File: src/rtl/ram_loader_pkg.sv
`default_nettype none
// ============================================================================
//  Module   : ram_loader_pkg
//  Brief    : Shared constants and state encoding for the boot-time RAM loader.
//             The RAM geometry constants are the single source for both the
//             data RAM and the loader.
//  Revision : 1.0 - initial release
// ============================================================================
package ram_loader_pkg;

  // Data RAM geometry, shared with the RAM instance at top level
  localparam int RAM_ADDR_W = 8;
  localparam int RAM_DATA_W = 16;
  localparam int RAM_DEPTH  = 1 << RAM_ADDR_W;

  // The length header is a big-endian 16-bit word
  localparam int LEN_BYTES = 2;
  localparam int LEN_W     = 8 * LEN_BYTES;

  typedef enum logic [2:0] {
    ST_IDLE   = 3'd0,
    ST_LEN_HI = 3'd1,
    ST_LEN_LO = 3'd2,
    ST_DAT_HI = 3'd3,
    ST_DAT_LO = 3'd4,
    ST_WRITE  = 3'd5,
    ST_DONE   = 3'd6,
    ST_ERR    = 3'd7
  } state_e;

endpackage
`default_nettype wire

File: src/rtl/ram_loader_ram_port_mux.sv
`default_nettype none
// ============================================================================
//  Module   : ram_port_mux
//  Brief    : Selects who drives the data RAM port: the CPU while it runs,
//             the loader while the CPU is held.
//  Revision : 1.0 - initial release
// ============================================================================
module ram_port_mux #(
  parameter int ADDR_W = 8,
  parameter int DATA_W = 16
) (
  input  logic              cpu_hold,
  input  logic [ADDR_W-1:0] cpu_addr,
  input  logic [DATA_W-1:0] cpu_wdata,
  input  logic              cpu_we,
  input  logic [ADDR_W-1:0] ld_addr,
  input  logic [DATA_W-1:0] ld_wdata,
  input  logic              ld_we,
  output logic [ADDR_W-1:0] ram_addr,
  output logic [DATA_W-1:0] ram_wdata,
  output logic              ram_we
);

  // CPU write enable is fully blocked while held so a stalled CPU cannot corrupt the load
  always_comb begin
    if (cpu_hold) begin
      ram_addr  = ld_addr;
      ram_wdata = ld_wdata;
      ram_we    = ld_we;
    end else begin
      ram_addr  = cpu_addr;
      ram_wdata = cpu_wdata;
      ram_we    = cpu_we;
    end
  end

endmodule
`default_nettype wire

File: src/rtl/ram_loader.sv
`default_nettype none
// ============================================================================
//  Module   : ram_loader
//  Brief    : Boot-time program loader. Reads a big-endian length header and
//             that many big-endian 16-bit words from a byte stream, writes
//             them to RAM from address 0 while holding the CPU, then releases
//             it. Transparent CPU pass-through when not loading.
//  Revision : 1.0 - initial release
// ============================================================================
module ram_loader
  import ram_loader_pkg::*;
#(
  parameter int ADDR_W = RAM_ADDR_W,
  parameter int DATA_W = RAM_DATA_W,
  parameter int DEPTH  = RAM_DEPTH
) (
  input  logic              CPUclk,
  input  logic              rst_n,
  input  logic              start,
  input  logic              byte_valid,
  input  logic [7:0]        byte_data,
  output logic              byte_ready,
  input  logic [ADDR_W-1:0] cpu_addr,
  input  logic [DATA_W-1:0] cpu_wdata,
  input  logic              cpu_we,
  output logic [ADDR_W-1:0] ram_addr,
  output logic [DATA_W-1:0] ram_wdata,
  output logic              ram_we,
  output logic              cpu_hold,
  output logic              done,
  output logic              err
);

  state_e              state_q, state_d;
  logic [LEN_W-1:0]    length_q, length_d;
  logic [DATA_W-1:0]   word_q, word_d;
  logic [ADDR_W:0]     count_q, count_d;   // one extra bit so a full-depth load does not wrap
  logic [LEN_W-1:0]    len_full;
  logic [LEN_W-1:0]    count_next_ext;
  logic                ld_we;

  // State, length, word and counter registers
  always_ff @(posedge CPUclk or negedge rst_n) begin
    if (!rst_n) begin
      state_q  <= ST_IDLE;
      length_q <= '0;
      word_q   <= '0;
      count_q  <= '0;
    end else begin
      state_q  <= state_d;
      length_q <= length_d;
      word_q   <= word_d;
      count_q  <= count_d;
    end
  end

  // Next-state, byte assembly and counter update; state only moves on a byte transfer
  always_comb begin
    state_d        = state_q;
    length_d       = length_q;
    word_d         = word_q;
    count_d        = count_q;
    byte_ready     = 1'b0;
    ld_we          = 1'b0;
    len_full       = {length_q[LEN_W-1:8], byte_data};
    count_next_ext = {{(LEN_W-ADDR_W-1){1'b0}}, count_q + 1'b1};

    case (state_q)
      ST_IDLE, ST_DONE, ST_ERR: begin
        if (start) begin
          state_d  = ST_LEN_HI;
          count_d  = '0;
          length_d = '0;
        end
      end
      ST_LEN_HI: begin
        byte_ready = 1'b1;
        if (byte_valid) begin
          length_d[LEN_W-1:8] = byte_data;
          state_d             = ST_LEN_LO;
        end
      end
      ST_LEN_LO: begin
        byte_ready = 1'b1;
        if (byte_valid) begin
          length_d = len_full;
          if (len_full == '0)
            state_d = ST_DONE;
          else if (len_full > LEN_W'(DEPTH))
            state_d = ST_ERR;
          else
            state_d = ST_DAT_HI;
        end
      end
      ST_DAT_HI: begin
        byte_ready = 1'b1;
        if (byte_valid) begin
          word_d[DATA_W-1:8] = byte_data;
          state_d            = ST_DAT_LO;
        end
      end
      ST_DAT_LO: begin
        byte_ready = 1'b1;
        if (byte_valid) begin
          word_d[7:0] = byte_data;
          state_d     = ST_WRITE;
        end
      end
      ST_WRITE: begin
        ld_we   = 1'b1;
        count_d = count_q + 1'b1;
        if (count_next_ext == length_q)
          state_d = ST_DONE;
        else
          state_d = ST_DAT_HI;
      end
      default: state_d = ST_IDLE;
    endcase
  end

  // Status outputs decode straight from state so reset clears them asynchronously
  always_comb begin
    cpu_hold = (state_q != ST_IDLE) && (state_q != ST_DONE);
    done     = (state_q == ST_DONE);
    err      = (state_q == ST_ERR);
  end

  ram_port_mux #(
    .ADDR_W (ADDR_W),
    .DATA_W (DATA_W)
  ) u_ram_port_mux (
    .cpu_hold  (cpu_hold),
    .cpu_addr  (cpu_addr),
    .cpu_wdata (cpu_wdata),
    .cpu_we    (cpu_we),
    .ld_addr   (count_q[ADDR_W-1:0]),
    .ld_wdata  (word_q),
    .ld_we     (ld_we),
    .ram_addr  (ram_addr),
    .ram_wdata (ram_wdata),
    .ram_we    (ram_we)
  );

endmodule
`default_nettype wire

File: config.mk
export PLATFORM = sky130hd
export DESIGN_NAME = ram_loader
export DESIGN_NICKNAME = d
export VERILOG_FILES = /design/src/rtl/ram_loader_pkg.sv /design/src/rtl/ram_loader_ram_port_mux.sv /design/src/rtl/ram_loader.sv
export SDC_FILE = /design/constraint.sdc
export NUM_CORES = 1
export LEC_CHECK = 0
export BUFFER_PORTS_ARGS = -buffer_cell sky130_fd_sc_hd__buf_4
export CORE_MARGIN = 10
export CORE_UTILIZATION = 54
export CTS_BUF_LIST = sky130_fd_sc_hd__clkbuf_4
export DETAILED_ROUTE_END_ITERATION = 16
export GPL_ROUTABILITY_DRIVEN = 0
export HOLD_SLACK_MARGIN = 0.02
export PLACE_DENSITY_LB_ADDON = 0.05
export SKIP_CTS_REPAIR_TIMING = 1
export SLEW_MARGIN = 20
export SYNTH_ARGS = -nofsm -noshare
export SYNTH_HDL_FRONTEND = slang
export SYNTH_HIERARCHICAL = 1
export SYNTH_SLANG_ARGS = --single-unit
File: constraint.sdc
create_clock -name CPUclk -period 5.1 [get_ports CPUclk]
set_input_delay 0.255 -clock CPUclk [delete_from_list [all_inputs] [get_ports CPUclk]]
set_output_delay 0.255 -clock CPUclk [all_outputs]
set_load 0.01 [all_outputs]
==> metrics.yaml <==
critical_path:
  crit_top_cell: "buf_4"
  rrSetupSlack_ns: 2.77
  endpoint_kind: "output port"
  crit_slowest_cell: "a21o_1"
  slowest_delay_ns: 0.65
  critPathArrivalTime_ns: 2.75
  cp-startpoint: "state_q[2]$_DFFE_PN0P_"
  crit_type: "flip-flop to output port"
  worst-path-buf-inv: 3
  path_cells: "inv_1, nand2_1, a21o_1, buf_4, mux2_2, buf_4"
  cp.required_ns: 4.85
  crit_family: "compound AO/OA/AOI/OAI gates"
  path_max_fanout: 14
  setup.worst_path.start_class: "flip-flop"
  r2r-start: "count_q[0]$_DFFE_PN0P_"
routing:
  drt_wl_total_um: 6700
  drcViolationCount: 0
  ant_nets: 0
  drtPass1Iterations: 4
  vias: 2139
  drt_iter0_markers: 85
  wl_per_cell_um: 17.7
  viasPerCell: 5.66
clock_tree:
  clock_path_buffers: 2
  clock-sinks: 44
  root_buffer: "clkbuf_4"
  htree_levels: 2
  clk_pin_slew_ns: 0.13
  cts_buffers: 5
  clk_latency_ns: 0.36
  cts_tree: "done"
min_path:
  hold_path_class: "input pin to flip-flop"
  worstHoldStart: "byte_data[1]"
logic_synthesis:
  postSynthRegisterBits: 44
  ys.flop_type: "dfrtp_1"
  yosysWarnings: 6
  synth_top_area_share_pct: 40.3
  avgSynthCellArea_um2: 11.0
  synth_top_cell_by_area: "dfrtp_1"
  synth_edf_count: 0
  async_flop_share_pct: 100
  ys_top_cells_by_count: "dfrtp_1 (44), o21ai_0 (25), mux2_2 (21)"
  syn-cell-area_um2: 2730
  yosysMostFrequentCell: "dfrtp_1"
  ys_top_cells_by_area: "dfrtp_1 (40%), mux2_4 (11%), mux2_2 (8.7%)"
  syn_inst: 248
  synth_cell_types: 49
  synth_fp_nets: 286
  ys_seq_area_share_pct: 40.3
pwr:
  seqPwrFrac_pct: 30.9
  vdd_drop_max_mv: 0.399
  p_sw_uw: 751
  p_int_mw: 1.28
  power_density_nw_per_um2: 615
  switching_share_pct: 37.0
  power.leakage_nw: 1.55
  clkPwrFrac_pct: 15.7
  comb_power_share_pct: 53.4
  p_total_mw: 2.03
sta:
  drv_slew: 0
  rsz0062_at_grt: "no"
  min_period_over_period_pct: 59.0
  fin_setup_tns_ns: 0
  relSlewSlack_pct: 36.2
  fin_skew_ns: 0.00364
  period_minus_slack_ns: 3.01
  setup_viol_count_final: 0
  hold_viol: 0
  max_freq_mhz: 333
  worstMarginPinSlew_ns: 0.950
finish:
  layout-drive-gt1-share_pct: 39.9
  fin_area_um2: 3300
  final_nets: 348
  syn2layout_area_growth_pct: 20.9
  antenna_cells: 0
floorplanning:
  die_area_um2: 8310
  num_rows: 25
  core_um2: 4820
  die-width_um: 91.1
  io_pins: 66
  die_h_um: 91.1
  initial_core_util_pct: 56.7
placement:
  io_buffer_count: 65
  dpl_cell_area_um2: 3170
  dpl.hpwl_um: 5080
global_routing:
  first_global_vias: 2156
  grt_max_degree: 45
  grt_usage_pct: 16.2
  antenna_found_initial: 0
  grt_first_pass_wirelength_um: 11100
  gr-total-overflow: 0
status:
  status: "finished clean"
job:
  maxCapViolCount: 0
[power groups by stage]
stage                     clock network, mW  logic, mW  registers (mW)
after floorplan                           0      0.842           0.560
final                                 0.320       1.08           0.627
after CTS                             0.326       1.10           0.624
after global placement                    0       1.08           0.623
after detailed placement                  0       1.10           0.631
after global routing                  0.339       1.18           0.649
[worst register-to-register path, cell delays in order (launching register included)]
cell and delay (ns):
dfrtp_1 0.55, ha_1 0.32, nand3_1 0.34, nor3_1 0.22, and4bb_2 0.26, o311ai_1 0.41, a21oi_1 0.12
[cell families after synthesis]
group                      synth area share (%)
AOI/OAI and AO/OA                          14.6
xor gates and xnor gates                   4.35
adders and majority gates                 0.824
buffers and inverters                      7.10
DFF                                        40.3
muxes                                      20.0
and+or+nand+nor                            12.8
[layout make-up]
cell class	instances	area (um^2)
fillers	397	1510
multi-input cells	179	1440
flip-flops and latches	44	1100
repair buffers	67	505
clock inverters	3	90.1
well taps	67	83.8
inverters	13	48.8
clock buffers	5	37.5
[path summary, 6_finish.rpt]
kind                                      endpoint  cells after the start
max                                  ram_wdata[15]                      6
min                        length_q[9]$_DFFE_PN0P_                      3
max reg2reg                 state_q[2]$_DFFE_PN0P_                      6
min reg2reg                  word_q[0]$_DFFE_PN0P_                      1
max in group asynchronous    word_q[0]$_DFFE_PN0P_                      2
min in group asynchronous   count_q[3]$_DFFE_PN0P_                      2
[sequential cells by signal (all words and copies together), names as in the netlist]
register and count:
length_q 16, state_q 3, word_q 16, count_q 9
[cell usage in the layout, fill, tap and decap left out, types with 2 or more instances in the layout]
cell type  synthesis  layout
nand4_1            4       4
nand4_2            2       2
nand3_1           16      16
buf_4              0      66
nor3_2             2       2
mux2_2            21      21
nor3_1             5       5
o41ai_1            2       2
nor4_1             3       3
inv_1             12      12
xor2_1             3       3
nand2_1           13      13
xnor2_1            8       8
a21oi_1            6       6
and3_1             3       3
dfrtp_1           44      44
a22o_1             9       9
nor2_1            11      11
mux2_4            20      20
o21ai_0           25      25
a31oi_1            2       2
clkbuf_4           0       5
bufinv_16          0       3
[stage by stage]
stage / setup slack [ns] / hold WS, ns / util, % / std cells
6_report: 2.09 / 0.154 / 68.6 / 378
5_1_grt: 1.92 / 0.144 / 68.6 / 378
4_1_cts: 2.07 / -0.124 / 68.4 / 377
3_5_place_dp: 2.51 / 0.284 / 65.7 / 369
3_3_place_gp: 2.54 / 0.288 / 65.7 / 369
2_1_floorplan: 3.14 / -0.0406 / - / 248
[layer usage]
metal / share of wire [%] / vias up / track usage (%) / wire length, um
li1: - / 1031 / - / -
met1: 42 / 1042 / 19.4 / 2800
met2: 50 / 62 / 27.4 / 3380
met3: 6.8 / 4 / 5.27 / 456
met4: 0.84 / 0 / 3.92 / 56
met5: 0 / - / 0 / 0
Power figures use the tool's default switching activity.
